**src/rtl/video_timing_pkg.sv**
```systemverilog
// rtl/video_timing_pkg.sv - Galaga default timing constants and the sync/blank flag bundle
// Contents:
//   GALAGA_*  : default raster timing (pixels/lines) used as parameter defaults by video_timing_gen
//   vt_flags_t: per-pixel sync/blank flags carried through the pixel-latency pipeline
package video_timing_pkg;

    localparam int GALAGA_H_TOTAL  = 384;
    localparam int GALAGA_H_ACTIVE = 288;
    localparam int GALAGA_HS_START = 320;
    localparam int GALAGA_HS_WIDTH = 32;
    localparam int GALAGA_V_TOTAL  = 264;
    localparam int GALAGA_V_ACTIVE = 224;
    localparam int GALAGA_VS_START = 240;
    localparam int GALAGA_VS_WIDTH = 4;
    localparam int GALAGA_CE_DIV   = 4;
    localparam int GALAGA_PIX_LAT  = 2;

    // Counters are 9 bits wide, so totals above 512 cannot be represented.
    localparam int CNT_W   = 9;
    localparam int CNT_MAX = 512;

    typedef struct packed {
        logic hblank;
        logic vblank;
        logic hs;
        logic vs;
    } vt_flags_t;

    localparam int FLAGS_W = $bits(vt_flags_t);

endpackage

```
**src/rtl/video_timing_gen_if.sv**
```systemverilog
// rtl/video_timing_gen_if.sv - Pixel-side bundle between the timing generator and the video core/display
// Signals:
//   pix_ce, hcnt, vcnt        : pixel clock enable and fetch coordinates (generator -> core)
//   r_in, g_in, b_in          : core pixel data for {hcnt,vcnt}, PIX_LAT ticks late (core -> generator)
//   R, G, B                   : aligned, blanked pixel data (generator -> display)
//   HSync, VSync              : positive sync pulses aligned with R/G/B
//   HBlank, VBlank            : blanking flags aligned with R/G/B
//   h_offset                  : signed HSync offset, only with VIDEO_TIMING_HOFFSET_EN defined
// Modports: master = timing generator, slave = core/display side.
interface video_timing_gen_if;

    logic       pix_ce;
    logic [8:0] hcnt;
    logic [8:0] vcnt;
    logic [7:0] r_in;
    logic [7:0] g_in;
    logic [7:0] b_in;
    logic [7:0] R;
    logic [7:0] G;
    logic [7:0] B;
    logic       HSync;
    logic       VSync;
    logic       HBlank;
    logic       VBlank;
`ifdef VIDEO_TIMING_HOFFSET_EN
    logic [3:0] h_offset;

    modport master (
        output pix_ce, hcnt, vcnt, R, G, B, HSync, VSync, HBlank, VBlank,
        input  r_in, g_in, b_in, h_offset
    );

    modport slave (
        input  pix_ce, hcnt, vcnt, R, G, B, HSync, VSync, HBlank, VBlank,
        output r_in, g_in, b_in, h_offset
    );
`else
    modport master (
        output pix_ce, hcnt, vcnt, R, G, B, HSync, VSync, HBlank, VBlank,
        input  r_in, g_in, b_in
    );

    modport slave (
        input  pix_ce, hcnt, vcnt, R, G, B, HSync, VSync, HBlank, VBlank,
        output r_in, g_in, b_in
    );
`endif

endinterface

```
**src/rtl/video_delay_line.sv**
```systemverilog
// rtl/video_delay_line.sv - Enable-gated shift register of configurable depth
// Ports:
//   clk_sys, reset_n : clock, asynchronous active-low reset (clears every stage)
//   en               : shift enable (pix_ce)
//   din              : value entering stage 0
//   tap              : value about to enter the last stage (din itself when DEPTH==1)
//   dout             : last stage
module video_delay_line #(
    parameter int WIDTH = 4,
    parameter int DEPTH = 1
) (
    input  logic             clk_sys,
    input  logic             reset_n,
    input  logic             en,
    input  logic [WIDTH-1:0] din,
    output logic [WIDTH-1:0] tap,
    output logic [WIDTH-1:0] dout
);

    generate
        if (DEPTH < 1) begin : g_bad_depth
            $error("video_delay_line: DEPTH must be at least 1");
        end
        if (WIDTH < 1) begin : g_bad_width
            $error("video_delay_line: WIDTH must be at least 1");
        end
    endgenerate

    logic [DEPTH-1:0][WIDTH-1:0] stage;

    always_ff @(posedge clk_sys or negedge reset_n) begin
        if (!reset_n) begin
            stage <= '0;
        end else if (en) begin
            stage[0] <= din;
            for (int i = 1; i < DEPTH; i++) begin
                stage[i] <= stage[i-1];
            end
        end
    end

    // The tap lets a register placed beside the last stage see the same
    // flags the last stage is about to load.
    generate
        if (DEPTH == 1) begin : g_tap_din
            assign tap = din;
        end else begin : g_tap_stage
            assign tap = stage[DEPTH-2];
        end
    endgenerate

    assign dout = stage[DEPTH-1];

endmodule

```
**src/rtl/video_timing_gen.sv**
```systemverilog
// rtl/video_timing_gen.sv - Raster timing generator with pixel-latency-aligned RGB, sync and blank outputs
// Ports:
//   clk_sys : sole clock
//   reset_n : asynchronous active-low reset
//   vif     : video_timing_gen_if.master (pix_ce, hcnt, vcnt, r_in/g_in/b_in, R/G/B,
//             HSync/VSync, HBlank/VBlank, and h_offset when enabled)
// Optional feature macro: VIDEO_TIMING_HOFFSET_EN adds a signed 4-bit HSync offset,
// latched once per frame at hcnt==0, vcnt==0; without it the offset is fixed at 0.
module video_timing_gen
    import video_timing_pkg::*;
#(
    parameter int H_TOTAL  = GALAGA_H_TOTAL,
    parameter int H_ACTIVE = GALAGA_H_ACTIVE,
    parameter int HS_START = GALAGA_HS_START,
    parameter int HS_WIDTH = GALAGA_HS_WIDTH,
    parameter int V_TOTAL  = GALAGA_V_TOTAL,
    parameter int V_ACTIVE = GALAGA_V_ACTIVE,
    parameter int VS_START = GALAGA_VS_START,
    parameter int VS_WIDTH = GALAGA_VS_WIDTH,
    parameter int CE_DIV   = GALAGA_CE_DIV,
    parameter int PIX_LAT  = GALAGA_PIX_LAT
) (
    input  logic               clk_sys,
    input  logic               reset_n,
    video_timing_gen_if.master vif
);

    generate
        if (CE_DIV < 2 || CE_DIV > 16) begin : g_bad_ce_div
            $error("video_timing_gen: CE_DIV must be in 2..16");
        end
        if (PIX_LAT < 0 || PIX_LAT > 7) begin : g_bad_pix_lat
            $error("video_timing_gen: PIX_LAT must be in 0..7");
        end
        if (H_TOTAL < 2 || H_TOTAL > CNT_MAX || V_TOTAL < 2 || V_TOTAL > CNT_MAX) begin : g_bad_total
            $error("video_timing_gen: H_TOTAL/V_TOTAL must be in 2..512");
        end
        if (H_ACTIVE < 1 || H_ACTIVE > H_TOTAL || V_ACTIVE < 1 || V_ACTIVE > V_TOTAL) begin : g_bad_active
            $error("video_timing_gen: active area exceeds the total raster");
        end
        if (HS_WIDTH < 1 || HS_START < 0 || HS_START + HS_WIDTH > H_TOTAL) begin : g_bad_hsync
            $error("video_timing_gen: HSync window falls outside the line");
        end
        if (VS_WIDTH < 1 || VS_START < 0 || VS_START + VS_WIDTH > V_TOTAL) begin : g_bad_vsync
            $error("video_timing_gen: VSync window falls outside the frame");
        end
`ifdef VIDEO_TIMING_HOFFSET_EN
        if (HS_START < 8 || HS_START + HS_WIDTH + 7 > H_TOTAL) begin : g_bad_hoffset
            $error("video_timing_gen: HSync window plus offset range -8..7 falls outside the line");
        end
`endif
    endgenerate

    // ------------------------------------------------------------------
    // Pixel clock enable: combinational decode of the divider so that it
    // drops to 0 the instant reset_n is asserted.
    // ------------------------------------------------------------------
    logic [3:0] div;
    logic       pix_ce;

    assign pix_ce = (div == 4'(CE_DIV - 1));

    always_ff @(posedge clk_sys or negedge reset_n) begin
        if (!reset_n) begin
            div <= '0;
        end else if (pix_ce) begin
            div <= '0;
        end else begin
            div <= div + 4'd1;
        end
    end

    // ------------------------------------------------------------------
    // Fetch coordinates
    // ------------------------------------------------------------------
    logic [CNT_W-1:0] hcnt;
    logic [CNT_W-1:0] vcnt;
    logic             h_last;
    logic             v_last;

    assign h_last = (int'(hcnt) == H_TOTAL - 1);
    assign v_last = (int'(vcnt) == V_TOTAL - 1);

    always_ff @(posedge clk_sys or negedge reset_n) begin
        if (!reset_n) begin
            hcnt <= '0;
            vcnt <= '0;
        end else if (pix_ce) begin
            if (h_last) begin
                hcnt <= '0;
                vcnt <= v_last ? '0 : vcnt + 9'd1;
            end else begin
                hcnt <= hcnt + 9'd1;
            end
        end
    end

    // ------------------------------------------------------------------
    // HSync offset. Latching only at frame start keeps a mid-frame change
    // from tearing the current frame's sync.
    // ------------------------------------------------------------------
    logic signed [3:0] hoff;

`ifdef VIDEO_TIMING_HOFFSET_EN
    always_ff @(posedge clk_sys or negedge reset_n) begin
        if (!reset_n) begin
            hoff <= '0;
        end else if (pix_ce && hcnt == '0 && vcnt == '0) begin
            hoff <= vif.h_offset;
        end
    end
`else
    assign hoff = 4'sd0;
`endif

    // Window bounds are signed so a negative offset compares correctly.
    logic signed [10:0] hpos;
    logic signed [10:0] hs_lo;
    logic signed [10:0] hs_hi;

    assign hpos  = {2'b00, hcnt};
    assign hs_lo = 11'(HS_START) + {{7{hoff[3]}}, hoff};
    assign hs_hi = hs_lo + 11'(HS_WIDTH);

    // ------------------------------------------------------------------
    // Raw flags for the coordinate currently being fetched
    // ------------------------------------------------------------------
    vt_flags_t raw;

    always_comb begin
        raw        = '0;
        raw.hblank = (int'(hcnt) >= H_ACTIVE);
        raw.vblank = (int'(vcnt) >= V_ACTIVE);
        raw.hs     = (hpos >= hs_lo) && (hpos < hs_hi);
        raw.vs     = (int'(vcnt) >= VS_START) && (int'(vcnt) < VS_START + VS_WIDTH);
    end

    // ------------------------------------------------------------------
    // Flag pipeline: PIX_LAT+1 stages so the flags leave together with the
    // pixel data that the core returns PIX_LAT ticks late and that the
    // colour register below adds one more tick to.
    // ------------------------------------------------------------------
    logic [FLAGS_W-1:0] tap_bits;
    logic [FLAGS_W-1:0] out_bits;
    vt_flags_t          tap;
    vt_flags_t          flags_out;

    video_delay_line #(
        .WIDTH (FLAGS_W),
        .DEPTH (PIX_LAT + 1)
    ) u_flag_dly (
        .clk_sys (clk_sys),
        .reset_n (reset_n),
        .en      (pix_ce),
        .din     (raw),
        .tap     (tap_bits),
        .dout    (out_bits)
    );

    assign tap       = vt_flags_t'(tap_bits);
    assign flags_out = vt_flags_t'(out_bits);

    // ------------------------------------------------------------------
    // Colour register. It loads in step with the last flag stage, so it
    // blanks on the tap (the flags that stage is about to hold).
    // ------------------------------------------------------------------
    logic [7:0] r_q;
    logic [7:0] g_q;
    logic [7:0] b_q;

    always_ff @(posedge clk_sys or negedge reset_n) begin
        if (!reset_n) begin
            r_q <= '0;
            g_q <= '0;
            b_q <= '0;
        end else if (pix_ce) begin
            if (tap.hblank || tap.vblank) begin
                r_q <= '0;
                g_q <= '0;
                b_q <= '0;
            end else begin
                r_q <= vif.r_in;
                g_q <= vif.g_in;
                b_q <= vif.b_in;
            end
        end
    end

    // ------------------------------------------------------------------
    // Outputs
    // ------------------------------------------------------------------
    assign vif.pix_ce = pix_ce;
    assign vif.hcnt   = hcnt;
    assign vif.vcnt   = vcnt;
    assign vif.R      = r_q;
    assign vif.G      = g_q;
    assign vif.B      = b_q;
    assign vif.HSync  = flags_out.hs;
    assign vif.VSync  = flags_out.vs;
    assign vif.HBlank = flags_out.hblank;
    assign vif.VBlank = flags_out.vblank;

endmodule

```
**src/flat_wrapper.sv**
```systemverilog
// flat-port wrapper written by rule: the top's interface ports become plain ports
module video_timing_gen_flat import video_timing_pkg::*;
#(
    parameter int H_TOTAL  = GALAGA_H_TOTAL,
    parameter int H_ACTIVE = GALAGA_H_ACTIVE,
    parameter int HS_START = GALAGA_HS_START,
    parameter int HS_WIDTH = GALAGA_HS_WIDTH,
    parameter int V_TOTAL  = GALAGA_V_TOTAL,
    parameter int V_ACTIVE = GALAGA_V_ACTIVE,
    parameter int VS_START = GALAGA_VS_START,
    parameter int VS_WIDTH = GALAGA_VS_WIDTH,
    parameter int CE_DIV   = GALAGA_CE_DIV,
    parameter int PIX_LAT  = GALAGA_PIX_LAT
)
  (clk_sys, reset_n, vif_pix_ce, vif_hcnt, vif_vcnt, vif_R, vif_G, vif_B, vif_HSync, vif_VSync, vif_HBlank, vif_VBlank, vif_r_in, vif_g_in, vif_b_in);
  video_timing_gen_if vif_i ();
  input  logic clk_sys;
  input  logic reset_n;
  output wire logic [$bits(vif_i.pix_ce)-1:0] vif_pix_ce;
  output wire logic [$bits(vif_i.hcnt)-1:0] vif_hcnt;
  output wire logic [$bits(vif_i.vcnt)-1:0] vif_vcnt;
  output wire logic [$bits(vif_i.R)-1:0] vif_R;
  output wire logic [$bits(vif_i.G)-1:0] vif_G;
  output wire logic [$bits(vif_i.B)-1:0] vif_B;
  output wire logic [$bits(vif_i.HSync)-1:0] vif_HSync;
  output wire logic [$bits(vif_i.VSync)-1:0] vif_VSync;
  output wire logic [$bits(vif_i.HBlank)-1:0] vif_HBlank;
  output wire logic [$bits(vif_i.VBlank)-1:0] vif_VBlank;
  input wire logic [$bits(vif_i.r_in)-1:0] vif_r_in;
  input wire logic [$bits(vif_i.g_in)-1:0] vif_g_in;
  input wire logic [$bits(vif_i.b_in)-1:0] vif_b_in;
  assign vif_pix_ce = vif_i.pix_ce;
  assign vif_hcnt = vif_i.hcnt;
  assign vif_vcnt = vif_i.vcnt;
  assign vif_R = vif_i.R;
  assign vif_G = vif_i.G;
  assign vif_B = vif_i.B;
  assign vif_HSync = vif_i.HSync;
  assign vif_VSync = vif_i.VSync;
  assign vif_HBlank = vif_i.HBlank;
  assign vif_VBlank = vif_i.VBlank;
  assign vif_i.r_in = vif_r_in;
  assign vif_i.g_in = vif_g_in;
  assign vif_i.b_in = vif_b_in;
  video_timing_gen #(.H_TOTAL(H_TOTAL), .H_ACTIVE(H_ACTIVE), .HS_START(HS_START), .HS_WIDTH(HS_WIDTH), .V_TOTAL(V_TOTAL), .V_ACTIVE(V_ACTIVE), .VS_START(VS_START), .VS_WIDTH(VS_WIDTH), .CE_DIV(CE_DIV), .PIX_LAT(PIX_LAT)) u_core (.clk_sys(clk_sys), .reset_n(reset_n), .vif(vif_i));
endmodule
```
**config.mk**
```make
export PLATFORM = sky130hd
export DESIGN_NAME = video_timing_gen_flat
export DESIGN_NICKNAME = d
export VERILOG_FILES = /design/src/rtl/video_timing_pkg.sv /design/src/rtl/video_timing_gen_if.sv /design/src/rtl/video_delay_line.sv /design/src/rtl/video_timing_gen.sv /design/src/flat_wrapper.sv
export SDC_FILE = /design/constraint.sdc
export NUM_CORES = 1
export LEC_CHECK = 0
export BUFFER_PORTS_ARGS = -buffer_cell sky130_fd_sc_hd__buf_2
export CORE_MARGIN = 3
export CORE_UTILIZATION = 46
export CTS_CLUSTER_SIZE = 20
export DETAILED_ROUTE_END_ITERATION = 16
export PLACE_DENSITY = 0.8
export SETUP_SLACK_MARGIN = 0.3
export SYNTH_ARGS = -nofsm -noshare
export SYNTH_HDL_FRONTEND = slang
export SYNTH_SLANG_ARGS = --single-unit
export TNS_END_PERCENT = 20
```
**constraint.sdc**
```tcl
create_clock -name clk_sys -period 1.9 [get_ports clk_sys]
set_input_delay 0.475 -clock clk_sys [delete_from_list [all_inputs] [get_ports clk_sys]]
set_output_delay 0.475 -clock clk_sys [all_outputs]
set_load 0.03 [all_outputs]
```
==> results.rst <==
.. list-table::
   :header-rows: 1

   * - Metric
     - Value
   * - Post-place instance area
     - 0.00295 mm^2
   * - Final HPWL DP
     - 3590 um
   * - Largest net degree at the start of global routing
     - 59
   * - Violations in the final reports
     - negative setup slack
   * - Worst hold-check path type
     - in -> async
   * - Delay of the slowest cell on the worst path
     - 0.41 ns
   * - Overall die area
     - 0.00623 mm^2
   * - Most common cell after layout, fill and taps aside
     - sky130_fd_sc_hd__nand2_1
   * - Part of the Yosys area used for sequential elements
     - 59.3%
   * - Internal power consumption
     - 0.00199 W
   * - Crit-path cells
     - ha_2, or3b_4, buf_6, buf_6, nor3_4, and3_4, mux2_4
   * - Post-synthesis share of cell area spent on and, or, nand and nor gates
     - 27.2%
   * - Count of state elements after synthesis
     - 58
   * - Seq pwr share
     - 49.7%
   * - Final Hold Vio Count
     - 0
   * - Min setup slack post-route
     - -0.0627 ns
   * - Critical path fanouts, max
     - 3
   * - Required time of the critical path
     - 2.12 ns
   * - TritonCTS clock tree
     - built
   * - Minimum period implied by the final worst setup slack
     - 1.96 ns
   * - First-pass GRT wire length
     - 9020 um
   * - Worst path most repeated cell
     - sky130_fd_sc_hd__buf_6
   * - Number of fill cells in the layout
     - 370
   * - Number of buffers and inverters on the critical path
     - 2
   * - Synth cell types
     - 35
   * - Xor and xnor area share after synthesis
     - 3.58%
   * - Fraction of registers with async set or reset after synthesis
     - 100%
   * - Clock input transition at the sequential cells of the worst setup and hold paths
     - 0.07 ns
   * - Number of warning messages in the yosys log
     - 0
   * - Routed via count
     - 2155
   * - Synthesized-area fraction occupied by adder cells
     - 2.04%
   * - Number of detailed-routing iterations run before antenna repair
     - 4
   * - Number of nets at the end of the flow
     - 377
   * - Core footprint
     - 0.00494 mm^2
   * - Combinational family with the most area after synthesis
     - simple AND/OR/NAND/NOR gates
   * - Latest clock arrival within the worst-skew pair
     - 0.33 ns
   * - Final clock skew
     - 0.00990 ns
   * - Largest buffer count on any clock path
     - 2
   * - Worst path arrival time
     - 2.18 ns
   * - Worst Setup Start Kind
     - flip-flop
   * - Residual overflow from global routing
     - 0
   * - Largest voltage drop on the vdd net
     - 0.436 mV
   * - Initial core utilization
     - 49.5%
   * - Routed wire length per instance
     - 14.2 um
   * - Area fraction in compound gates after synthesis
     - 3.99%
   * - GRT Overall Usage
     - 18.6%
   * - Power share of the combinational group
     - 6.3%
   * - Mapped Cells
     - 254
   * - Syn-to-layout area delta
     - 42.8%
   * - Clock Sink Count
     - 58
   * - Aggregate routed wire length
     - 5970 um
   * - Number of levels in the clock H-tree
     - 3
   * - Slew margin rel.
     - 74.1%
   * - Clock root cell
     - sky130_fd_sc_hd__clkbuf_8
   * - Synthesized area
     - 0.00245 mm^2
   * - Total DRC errors in the routed layout
     - 0
   * - Final Cycle Share
     - 103%
   * - Worst Hold Slack
     - 0.116 ns
   * - Count of routing violations after the opening detailed-route iteration
     - 137
   * - Die outline height
     - 79.0 um
   * - Top cell family by delay on the critical path
     - simple AND/OR/NAND/NOR gates
   * - Logic depth of the worst register-to-register path
     - 7
   * - Post-placement worst setup slack
     - 0.0542 ns
   * - Number of buffer cells added on primary ports
     - 72
   * - Status
     - finished, violations left
   * - Net Count, Synth
     - 284
   * - Count of antenna diodes in the layout
     - 0
   * - Proportion of power drawn by the clock network
     - 44.1%
   * - Post-synthesis mux area share
     - 0.920%
   * - Average cell area after synthesis
     - 9.64 um^2
   * - Fmax
     - 509 MHz
   * - FF-to-FF Start
     - u_core.div[0]
   * - Share of layout cells above drive strength 1
     - 46.6%
   * - I/O pin total
     - 73
   * - CTS buffer count
     - 9
   * - Weighted congestion at the end of routability-driven global placement
     - 0.794
   * - Antenna violations before repair
     - 0
   * - Total Power
     - 0.00257 W
   * - Cts hold-fix bufs
     - 0
   * - R2R setup slack
     - -0.06 ns
   * - Endpoint of the worst-slack reg-to-reg timing path
     - u_core.vif.hcnt[7]
   * - PwrDens
     - 734 mW/mm^2
   * - Die width
     - 79.0 um
   * - Via-per-instance ratio
     - 5.14
   * - Critical path endpoint category
     - flip-flop
   * - Top FF cell, synth
     - sky130_fd_sc_hd__dfrtp_1
   * - Worst-margin pin slew
     - 0.389 ns
   * - Unrepaired setup endpoints after global routing
     - yes
   * - Commonest cells after routing, fill and taps aside
     - sky130_fd_sc_hd__nand2_1 (72), sky130_fd_sc_hd__buf_2 (71), sky130_fd_sc_hd__dfrtp_1 (57)
   * - Cell with the biggest individual delay on the critical path
     - sky130_fd_sc_hd__or3b_4
   * - Sw Pwr
     - 0.000577 W
   * - Count of endpoints failing setup in the final report
     - 2
   * - Max-slew violation count
     - 0
   * - Switching Share
     - 22.5%
   * - Summed area of non-filler cells in the final layout
     - 0.00350 mm^2
   * - Max-cap violation count
     - 0
   * - Standard-cell row count
     - 25
   * - Final ANT Viol Nets
     - 0
   * - Leakage
     - 1.83 nW
   * - Setup Crit Path Kind
     - reg -> reg
   * - Number of global-route vias before repair
     - 1931
   * - Post-synth EDFFs
     - 0
## through the flow
stage	utilization [%]	std cells	setup TNS, ns
4_1_cts	65.1	414	-0.0575
3_5_place_dp	59.8	393	0
2_1_floorplan	-	254	0
3_3_place_gp	59.8	393	0
6_report	70.8	419	-0.116
5_1_grt	70.8	419	-0.300
## flip-flops by register name, summed over array words and instances (netlist names)
| name | count |
|---|---|
| u_core.div | 4 |
| u_core.vif.R | 8 |
| u_core.u_flag_dly.dout | 4 |
| u_core.u_flag_dly.tap | 4 |
| u_core.vif.vcnt | 9 |
| u_core.vif.hcnt | 9 |
| u_core.vif.G | 8 |
| u_core.u_flag_dly.stage | 4 |
| u_core.vif.B | 8 |
## final cells by class
cell class	count	area [um^2]	share of cell area [%]
clock inverters	2	35.0	1.00
inverters	4	20.0	0.572
well taps	67	83.8	2.40
clock buffers	14	163	4.65
flip-flops and latches	58	1450	41.5
repair buffers	94	598	17.1
multi-input cells	180	1140	32.7
## worst max-delay path by stage
stage                             start            endpoint  cells after the start
after floorplan           u_core.div[0]  u_core.vif.hcnt[7]                      8
after global placement    u_core.div[1]  u_core.vif.hcnt[7]                      6
after detailed placement  u_core.div[1]  u_core.vif.hcnt[7]                      6
after CTS                 u_core.div[1]          vif_pix_ce                      4
after global routing      u_core.div[0]  u_core.vif.hcnt[7]                      7
final                     u_core.div[0]  u_core.vif.hcnt[7]                      7
## Yosys cell counts, types with 2 or more instances
| master | number | area [um^2] |
|---|---|---|
| sky130_fd_sc_hd__nand4_1 | 4 | 25.0 |
| sky130_fd_sc_hd__mux2_2 | 2 | 22.5 |
| sky130_fd_sc_hd__clkbuf_1 | 9 | 33.8 |
| sky130_fd_sc_hd__a21oi_1 | 2 | 10.0 |
| sky130_fd_sc_hd__o31ai_1 | 2 | 15.0 |
| sky130_fd_sc_hd__nand2_1 | 90 | 338 |
| sky130_fd_sc_hd__xor2_1 | 3 | 26.3 |
| sky130_fd_sc_hd__and4_1 | 2 | 17.5 |
| sky130_fd_sc_hd__nand3_1 | 31 | 155 |
| sky130_fd_sc_hd__ha_1 | 4 | 50.1 |
| sky130_fd_sc_hd__xnor2_1 | 7 | 61.3 |
| sky130_fd_sc_hd__or4_1 | 2 | 15.0 |
| sky130_fd_sc_hd__nor2_1 | 8 | 30.0 |
| sky130_fd_sc_hd__inv_1 | 3 | 11.3 |
| sky130_fd_sc_hd__dfrtp_1 | 58 | 1450 |
| sky130_fd_sc_hd__o21ai_0 | 7 | 35.0 |
| sky130_fd_sc_hd__nor3_2 | 2 | 20.0 |
## routing by layer
metal  routed length, um  GRT usage, %  share of wire, %  vias to the layer above
met1                2680          24.8                45                     1051
met2                2930          28.1                49                       66
li1                    -             -                 -                     1030
met4                  55          6.19              0.92                        0
met5                   0             0                 0                        -
met3                 303          7.14               5.1                        8
## what timing repair did
| action | 4_1_cts | 5_1_grt |
|---|---|---|
| resized for setup | 9 | 63 |
| pin swaps | 4 | 55 |
| setup endpoints to repair | 37 | 55 |
| setup buffers | 5 | 5 |
## logic make-up (layout without fill, tap and decap cells)
family,Yosys count,in the layout
xor+xnor,10,10
buf+inv,16,114
flops,58,58
mux,2,2
fa+ha+maj,4,4
simple gates,148,148
compound gates,16,16
## power by group through the flow
stage | Sequential [W] | Combinational, W | Clock, W
final | 0.00127 | 0.000160 | 0.00113
after global routing | 0.00128 | 0.000176 | 0.00124
after CTS | 0.00127 | 0.000157 | 0.00115
after detailed placement | 0.00130 | 0.000157 | 0
after global placement | 0.00130 | 0.000155 | 0
after floorplan | 0.00135 | 0.0000173 | 0
Note: power is estimated with default switching activity, not from simulation.
